[src/rtl/mem_arbiter.sv]
// Shares one memory port between the fetch stage (read-only) and the mmu (read/write).
// One transaction is in flight at a time; simultaneous requests alternate round-robin.
module mem_arbiter #(
    parameter int unsigned DATA_WIDTH     = 32,
    parameter int unsigned MEM_ADDR_WIDTH = 32
) (
    input  logic                      clk,
    input  logic                      rst,
    input  logic                      if_req_valid,
    output logic                      if_req_ready,
    input  logic [MEM_ADDR_WIDTH-1:0] if_req_addr,
    output logic                      if_resp_valid,
    input  logic                      if_resp_ready,
    output logic [DATA_WIDTH-1:0]     if_resp_data,
    input  logic                      mem_req_valid_i,
    output logic                      mem_req_ready_o,
    input  logic [MEM_ADDR_WIDTH-1:0] mem_req_addr_i,
    input  logic                      mem_req_wen_i,
    input  logic [DATA_WIDTH-1:0]     mem_req_wdata_i,
    input  logic [DATA_WIDTH/8-1:0]   mem_req_wmask_i,
    output logic                      mem_resp_valid_o,
    input  logic                      mem_resp_ready_i,
    output logic [DATA_WIDTH-1:0]     mem_resp_data_o,
    output logic                      bus_req_valid,
    input  logic                      bus_req_ready,
    output logic [MEM_ADDR_WIDTH-1:0] bus_req_addr,
    output logic                      bus_req_wen,
    output logic [DATA_WIDTH-1:0]     bus_req_wdata,
    output logic [DATA_WIDTH/8-1:0]   bus_req_wmask,
    input  logic                      bus_resp_valid,
    output logic                      bus_resp_ready,
    input  logic [DATA_WIDTH-1:0]     bus_resp_data,
    output logic [1:0]                owner
);

    localparam logic [1:0] ST_IDLE  = 2'd0;
    localparam logic [1:0] ST_ISSUE = 2'd1;
    localparam logic [1:0] ST_WAIT  = 2'd2;
    localparam logic [1:0] ST_RESP  = 2'd3;

    localparam logic [1:0] OWN_NONE = 2'b00;
    localparam logic [1:0] OWN_IF   = 2'b01;
    localparam logic [1:0] OWN_MEM  = 2'b10;

    logic [1:0]                state_q, state_d;
    logic [1:0]                owner_q;
    logic                      last_mem_q;
    logic [MEM_ADDR_WIDTH-1:0] addr_q;
    logic                      wen_q;
    logic [DATA_WIDTH-1:0]     wdata_q;
    logic [DATA_WIDTH/8-1:0]   wmask_q;
    logic [DATA_WIDTH-1:0]     data_q;

    logic idle;
    logic grant_if;
    logic grant_mem;
    logic resp_done;

    // Grants are suppressed while reset is held so no ready leaks out during reset.
    assign idle      = (state_q == ST_IDLE) && !rst;
    assign grant_if  = idle && if_req_valid && (!mem_req_valid_i || last_mem_q);
    assign grant_mem = idle && mem_req_valid_i && (!if_req_valid || !last_mem_q);
    assign resp_done = (state_q == ST_RESP) &&
                       (((owner_q == OWN_IF) && if_resp_ready) ||
                        ((owner_q == OWN_MEM) && mem_resp_ready_i));

    always_comb begin
        state_d = state_q;
        case (state_q)
            ST_IDLE:  if (grant_if || grant_mem) state_d = ST_ISSUE;
            ST_ISSUE: if (bus_req_ready) state_d = ST_WAIT;
            ST_WAIT:  if (bus_resp_valid) state_d = ST_RESP;
            ST_RESP:  if (resp_done) state_d = ST_IDLE;
            default:  state_d = ST_IDLE;
        endcase
    end

    always_ff @(posedge clk or posedge rst) begin
        if (rst) begin
            state_q    <= ST_IDLE;
            owner_q    <= OWN_NONE;
            last_mem_q <= 1'b1;
            addr_q     <= '0;
            wen_q      <= 1'b0;
            wdata_q    <= '0;
            wmask_q    <= '0;
            data_q     <= '0;
        end else begin
            state_q <= state_d;
            if (grant_if) begin
                owner_q    <= OWN_IF;
                last_mem_q <= 1'b0;
                addr_q     <= if_req_addr;
                wen_q      <= 1'b0;
                wdata_q    <= '0;
                wmask_q    <= '0;
            end else if (grant_mem) begin
                owner_q    <= OWN_MEM;
                last_mem_q <= 1'b1;
                addr_q     <= mem_req_addr_i;
                wen_q      <= mem_req_wen_i;
                wdata_q    <= mem_req_wdata_i;
                wmask_q    <= mem_req_wmask_i;
            end else if (resp_done) begin
                owner_q <= OWN_NONE;
            end
            if ((state_q == ST_WAIT) && bus_resp_valid) begin
                data_q <= bus_resp_data;
            end
        end
    end

    assign if_req_ready     = grant_if;
    assign mem_req_ready_o  = grant_mem;
    assign bus_req_valid    = (state_q == ST_ISSUE);
    assign bus_req_addr     = addr_q;
    assign bus_req_wen      = wen_q;
    assign bus_req_wdata    = wdata_q;
    assign bus_req_wmask    = wmask_q;
    assign bus_resp_ready   = (state_q == ST_WAIT);
    assign if_resp_valid    = (state_q == ST_RESP) && (owner_q == OWN_IF);
    assign mem_resp_valid_o = (state_q == ST_RESP) && (owner_q == OWN_MEM);
    assign if_resp_data     = data_q;
    assign mem_resp_data_o  = data_q;
    assign owner            = owner_q;

endmodule

[config.mk]
export PLATFORM = sky130hd
export DESIGN_NAME = mem_arbiter
export DESIGN_NICKNAME = d
export VERILOG_FILES = /design/src/rtl/mem_arbiter.sv
export SDC_FILE = /design/constraint.sdc
export NUM_CORES = 1
export LEC_CHECK = 0
export ABC_AREA = 1
export CAP_MARGIN = 20
export CORE_ASPECT_RATIO = 1.75
export CORE_MARGIN = 3
export CORE_UTILIZATION = 38
export CTS_CLUSTER_DIAMETER = 200
export DETAILED_ROUTE_END_ITERATION = 8
export PLACE_DENSITY = 0.84
export SYNTH_ARGS = -nofsm -noshare
export SYNTH_HDL_FRONTEND = slang
export SYNTH_SLANG_ARGS = --single-unit
[constraint.sdc]
create_clock -name clk -period 4.65 [get_ports clk]
set_clock_uncertainty 0.2 [all_clocks]
set_input_delay 0.6975 -clock clk [delete_from_list [all_inputs] [get_ports clk]]
set_output_delay 0.6975 -clock clk [all_outputs]
set_load 0.005 [all_outputs]
==> results.py, run 1 <==
metrics = {
    "outcome": {
        "status": "finished clean",
    },
    "drt": {
        "wl_met3_um": 991,
        "drt_pass1_iterations": 4,
        "drtIter0Drc": 133,
        "via_per_inst": 4.77,
        "highest_layer": "met4",
        "wire_per_inst_um": 16.4,
        "drc": 0,
        "wirelength_mm": 14.6,
        "wl_met1_mm": 5.22,
        "wl_met2_mm": 7.88,
        "num_vias": 4248,
        "antenna_left": 0,
    },
    "sta": {
        "timing.final.ws_setup_ns": 0.722,
        "fin_hold_ws_ns": 0.274,
        "maxSlewHeadroom": 0.361,
        "rsz0062_at_grt": "no",
        "final_hold_viol_count": 0,
        "finalSetupTns_ns": 0,
        "setup_violations": 0,
        "maxSlewViolCount": 0,
        "post-route-period-util": 0.845,
        "clock.fmax_mhz": 255,
        "worst_pin_slew_ns": 0.959,
        "min_period_ns": 3.93,
    },
    "placement": {
        "gp_congestion": 0.932,
        "placed_area_um2": 7320,
        "port_buffers": 281,
        "place_ws_ns": 0.734,
        "dpl.cell_count": 875,
        "place_hpwl_mm": 11.3,
    },
    "setup_path": {
        "critPathMaxFanout": 38,
        "worstSetupPathType": "in -> out",
        "cpMostUsedCell": "clkdlybuf4s50_1",
        "cp.depth": 5,
        "rr_worst_depth": 9,
        "crit_path_cell_trace": "clkdlybuf4s50_1 -> nor2_8 -> nand3_4 -> inv_2 -> clkdlybuf4s50_1",
        "crit_family": "buffers and inverters",
        "start_kind": "primary input",
        "slowest_stage": "inv_2",
        "worstSetupEndpointType": "output port",
        "max_stage_delay_ns": 0.63,
        "critPathArrivalTime_ns": 3.03,
        "critPathBufInv": 3,
        "required_ns": 3.75,
    },
    "floorplan": {
        "die-area_um2": 13800,
        "rows": 53,
        "num_io_pins": 282,
        "core_area_um2": 12100,
        "die_x_um": 89.9,
        "fp.dieH_um": 153,
        "initial_core_util": 0.388,
    },
    "flow_run": {
        "maxCapViolCount": 0,
    },
    "synth": {
        "synthAdderAreaFrac": 0.0107,
        "yosys_warnings": 0,
        "yosys-mux-area-fraction": 0.0769,
        "syn-cell-area_um2": 4690,
        "async_reset_ff_frac": 1.00,
        "synth_top_family_by_area": "simple AND/OR/NAND/NOR gates",
        "synthFlopType": "dfrtp_1",
        "yosysSeqAreaShare": 0.566,
        "synthSimpleGateAreaFrac": 0.176,
        "ys_ff_latch": 106,
        "synth_compound_area_frac": 0.0716,
        "synth_xor_area_frac": 0,
        "synth_fp_nets": 626,
        "avgSynthCellArea_um2": 9.74,
        "syn_inst": 481,
        "synth_cell_types": 22,
        "synth-edff-count": 0,
    },
    "cts": {
        "clkTransAtPathRegs_ns": 0.08,
        "cts_max_level": 3,
        "clock_latency_ns": 0.33,
        "cts_tree": "built",
        "root_buffer": "clkbuf_16",
        "cts_resized": 0,
        "ctsHoldBuffers": 0,
        "cts.sinks": 106,
        "cts_setup_buffers": 0,
        "cts_buffer_depth": 2,
        "numCtsBuffers": 9,
    },
    "power_and_ir_drop": {
        "total_power_mw": 4.80,
        "worst_ir_drop_vdd_uv": 275,
        "power.density_nw_per_um2": 629,
        "leakagePower_nw": 3.35,
    },
    "finish": {
        "n_antenna_cell": 0,
        "final_cell_mix": "clkdlybuf4s50_1 (281), nand2_1 (158), dfrtp_1 (105)",
        "finish.instance_area_um2": 7630,
        "drive_gt1_frac": 0.0826,
        "final_common_cell": "clkdlybuf4s50_1",
        "fin_util": 0.632,
        "fin_nets": 866,
        "areaGrowthSynthToFinish_pct": 62.8,
        "final_cells": 891,
    },
    "grt": {
        "grt.total_usage": 0.207,
        "grt_overflow_total": 0,
        "grt_max_degree": 78,
        "grt_pass1_vias": 4376,
        "grt_pass1_wl_mm": 22.7,
        "antenna_found_initial": 0,
    },
    "min_path": {
        "hp-class": "reg -> reg",
        "whs_path_depth": 2,
    },
}
cells by family after synthesis:
| family | Yosys count |
|---|---|
| compound gates | 67 |
| mux | 32 |
| buf+inv | 69 |
| flops | 106 |
| simple gates | 203 |
| fa+ha+maj | 4 |
worst paths after layout:
path                                         startpoint                            end  slack, ns
setup / recovery                                    rst                mem_req_ready_o       0.72
hold / removal             bus_req_wmask[1]$_DFFE_PP0P_   bus_req_wmask[1]$_DFFE_PP0P_       0.27
setup reg to reg                 state_q[1]$_DFFE_PP0P_        bus_req_wen$_DFFE_PP0P_       2.18
hold reg to reg            bus_req_wmask[1]$_DFFE_PP0P_   bus_req_wmask[1]$_DFFE_PP0P_       0.27
max in group asynchronous                           rst  bus_req_wdata[17]$_DFFE_PP0P_       2.44
min in group asynchronous                           rst    bus_req_addr[0]$_DFFE_PP0P_       0.87
registers in the layout (all words and copies together) (netlist names):
register / cells
if_resp_data: 32
owner: 2
bus_req_wen: 1
state_q: 2
bus_req_wmask: 4
bus_req_wdata: 32
bus_req_addr: 32
last_mem_q: 1
worst reg2reg max path, stage by stage, from the launching register on:
cell and delay, ns:
dfrtp_1 0.42, inv_1 0.10, ha_1 0.19, inv_2 0.08, nor2_8 0.11, nand3_4 0.34, nand2_4 0.48, inv_4 0.25
nand2_1 0.14, nand2_1 0.07
layout make-up:
class / count / area [um2]
multi-input cells: 306 / 1570
well taps: 165 / 206
clock buffers: 10 / 239
clock inverters: 6 / 71.3
flip-flops and latches: 106 / 2650
inverters: 15 / 62.6
repair buffers: 283 / 2830
fillers: 995 / 4440
per-layer routing:
metal / up-vias / track usage
li1: 1982 / -
met1: 2026 / 0.217
met2: 209 / 0.386
met3: 31 / 0.0507
met4: 0 / 0.0935
met5: - / 0
power breakdown:
part           switching, mW  total [mW]  internal [mW]
registers              0.304        1.70           1.40
logic                  0.862        2.31           1.45
clock network          0.349       0.789          0.440
total                   1.52        4.80           3.28
cell usage after synthesis, types with 4 or more instances:
cell / n / share of area
nand3_1: 6 / 0.0064
o21ai_0: 20 / 0.021
a21oi_1: 33 / 0.035
nand2_1: 158 / 0.13
mux2_2: 32 / 0.077
dfrtp_1: 105 / 0.56
nor2_1: 33 / 0.026
inv_1: 11 / 0.0088
o21ai_1: 14 / 0.015
buf_2: 6 / 0.0064
ha_1: 4 / 0.011
buf_6: 6 / 0.014
buf_4: 38 / 0.061
clkbuf_2: 4 / 0.0043
(Power assumes the default switching activity.)
==> run 2, diff against run 1 <==
==> constraint.sdc (replaced) <==
create_clock -name clk -period 3.9 [get_ports clk]
set_clock_uncertainty 0.2 [all_clocks]
set_input_delay 0.585 -clock clk [delete_from_list [all_inputs] [get_ports clk]]
set_output_delay 0.585 -clock clk [all_outputs]
set_load 0.005 [all_outputs]
==> results.py, run 2 (synthesis results as in run 1) <==
metrics = {
    "outcome": {
        "status": "finished clean",
    },
    "min_path": {
        "hold_path.startpoint": "bus_req_wdata[28]$_DFFE_PP0P_",
        "hp-class": "reg -> reg",
        "whs_path_depth": 2,
        "holdPathEnd": "bus_req_wdata[28]$_DFFE_PP0P_",
    },
    "grt": {
        "grt_pass1_wl_mm": 23.6,
        "antenna_found_initial": 0,
        "grt_overflow_total": 0,
        "grt_max_degree": 79,
        "grt.total_usage": 0.215,
        "grt_pass1_vias": 4477,
    },
    "setup_path": {
        "required_ns": 3.12,
        "worstSetupEndpointType": "output port",
        "crit_path_cell_trace": "clkdlybuf4s50_1 -> nor2_8 -> nand3_4 -> inv_2 -> clkdlybuf4s50_1",
        "max_stage_delay_ns": 0.55,
        "critPathArrivalTime_ns": 2.40,
        "slowest_stage": "clkdlybuf4s50_1",
        "rr_worst_depth": 9,
        "rrSetupSlack_ns": 1.36,
        "r2r-end": "bus_req_wdata[13]$_DFFE_PP0P_",
        "r2r_start": "state_q[0]$_DFFE_PP0P_",
        "crit_family": "buffers and inverters",
        "critPathBufInv": 3,
        "critPathMaxFanout": 37,
        "worstSetupPathType": "in -> out",
        "cpMostUsedCell": "clkdlybuf4s50_1",
        "start_kind": "primary input",
    },
    "floorplan": {
        "initial_core_util": 0.388,
        "rows": 53,
        "die_x_um": 89.9,
        "num_io_pins": 282,
        "fp.dieH_um": 153,
        "die-area_um2": 13800,
        "core_area_um2": 12100,
    },
    "cts": {
        "ctsHoldBuffers": 0,
        "cts_tree": "built",
        "numCtsBuffers": 9,
        "cts_setup_buffers": 0,
        "cts.sinks": 106,
        "cts_resized": 0,
        "root_buffer": "clkbuf_16",
        "clkTransAtPathRegs_ns": 0.07,
        "cts_max_level": 3,
        "cts_buffer_depth": 2,
        "clock_latency_ns": 0.34,
    },
    "drt": {
        "wirelength_mm": 14.9,
        "wire_per_inst_um": 16.7,
        "drtIter0Drc": 215,
        "num_vias": 4323,
        "via_per_inst": 4.83,
        "drc": 0,
        "antenna_left": 0,
        "drt_pass1_iterations": 7,
    },
    "finish": {
        "fin_nets": 870,
        "n_fill_cell": 992,
        "final_common_cell": "clkdlybuf4s50_1",
        "final_cell_mix": "clkdlybuf4s50_1 (281), nand2_1 (158), dfrtp_1 (105)",
        "drive_gt1_frac": 0.0863,
        "areaGrowthSynthToFinish_pct": 63.6,
        "finish.instance_area_um2": 7660,
        "n_antenna_cell": 0,
        "fin_util": 0.635,
    },
    "placement": {
        "place_hpwl_mm": 11.6,
        "gp_congestion": 0.880,
        "port_buffers": 281,
        "placed_area_um2": 7340,
    },
    "sta": {
        "worst_pin_slew_ns": 0.450,
        "setup_violations": 0,
        "clock.fmax_mhz": 314,
        "post-route-period-util": 0.816,
        "final_hold_viol_count": 0,
        "fin_hold_ws_ns": 0.272,
        "finalSetupTns_ns": 0,
        "maxSlewViolCount": 0,
        "rsz0062_at_grt": "no",
        "min_period_ns": 3.18,
        "maxSlewHeadroom": 0.699,
    },
    "flow_run": {
        "maxCapViolCount": 0,
    },
    "power_and_ir_drop": {
        "worst_ir_drop_vdd_uv": 295,
        "leakagePower_nw": 3.37,
        "power.density_nw_per_um2": 744,
    },
}
==> run 2: cell types whose count changed in the layout (fill, tap and decap cells not counted), sizes merged <==
cell    before  now
buf          2    6
clkinv       2    3
inv         17   16
==> run 2: area by class of cell <==
type	count	area, um2	area share
inverter	15	62.6	0.00816
sequential	106	2650	0.346
clock buffer	10	229	0.0299
tap	165	206	0.0269
multi-input combinational	306	1570	0.205
timing repair buffer	287	2880	0.376
clock inverter	6	65.1	0.00849
==> run 2: power breakdown <==
part | internal, mW | switching [mW]
clock network | 0.501 | 0.399
registers | 1.67 | 0.369
logic | 1.73 | 1.04
==> run 2: layer usage <==
layer / wire length [um] / global-route usage / vias up
li1: - / - / 1992
met1: 5200 / 0.233 / 2075
met2: 8130 / 0.392 / 214
met3: 937 / 0.0473 / 42
met4: 662 / 0.106 / 0
met5: 0 / 0 / -
==> run 2: worst min-delay path, stage by stage, from the launching register on <==
cell and delay, ns:
dfrtp_1 0.35, nand2_1 0.05, nand2_1 0.04
==> run 2: how the worst max path moves through the flow <==
stage | startpoint | endpoint | slack, ns | cells after the start
finish | rst | mem_req_ready_o | 0.72 | 5
global route | state_q[1]$_DFFE_PP0P_ | mem_req_ready_o | 0.64 | 7
CTS | rst | mem_req_ready_o | 0.71 | 5
detailed placement | rst | mem_req_ready_o | 0.71 | 5
global placement | rst | mem_req_ready_o | 0.76 | 5
floorplan | rst | bus_req_addr[0]$_DFFE_PP0P_ | 0.33 | 1
==> run 2: through the flow <==
| stage | instances | setup WS [ns] | power (mW) |
|---|---|---|---|
| finish | 895 | 0.720 | 5.71 |
| global route | 895 | 0.642 | 6.07 |
| CTS | 894 | 0.715 | 5.77 |
| detailed placement | 878 | 0.714 | 4.85 |
| global placement | 878 | 0.758 | 4.71 |
| floorplan | 481 | 0.328 | 3.19 |
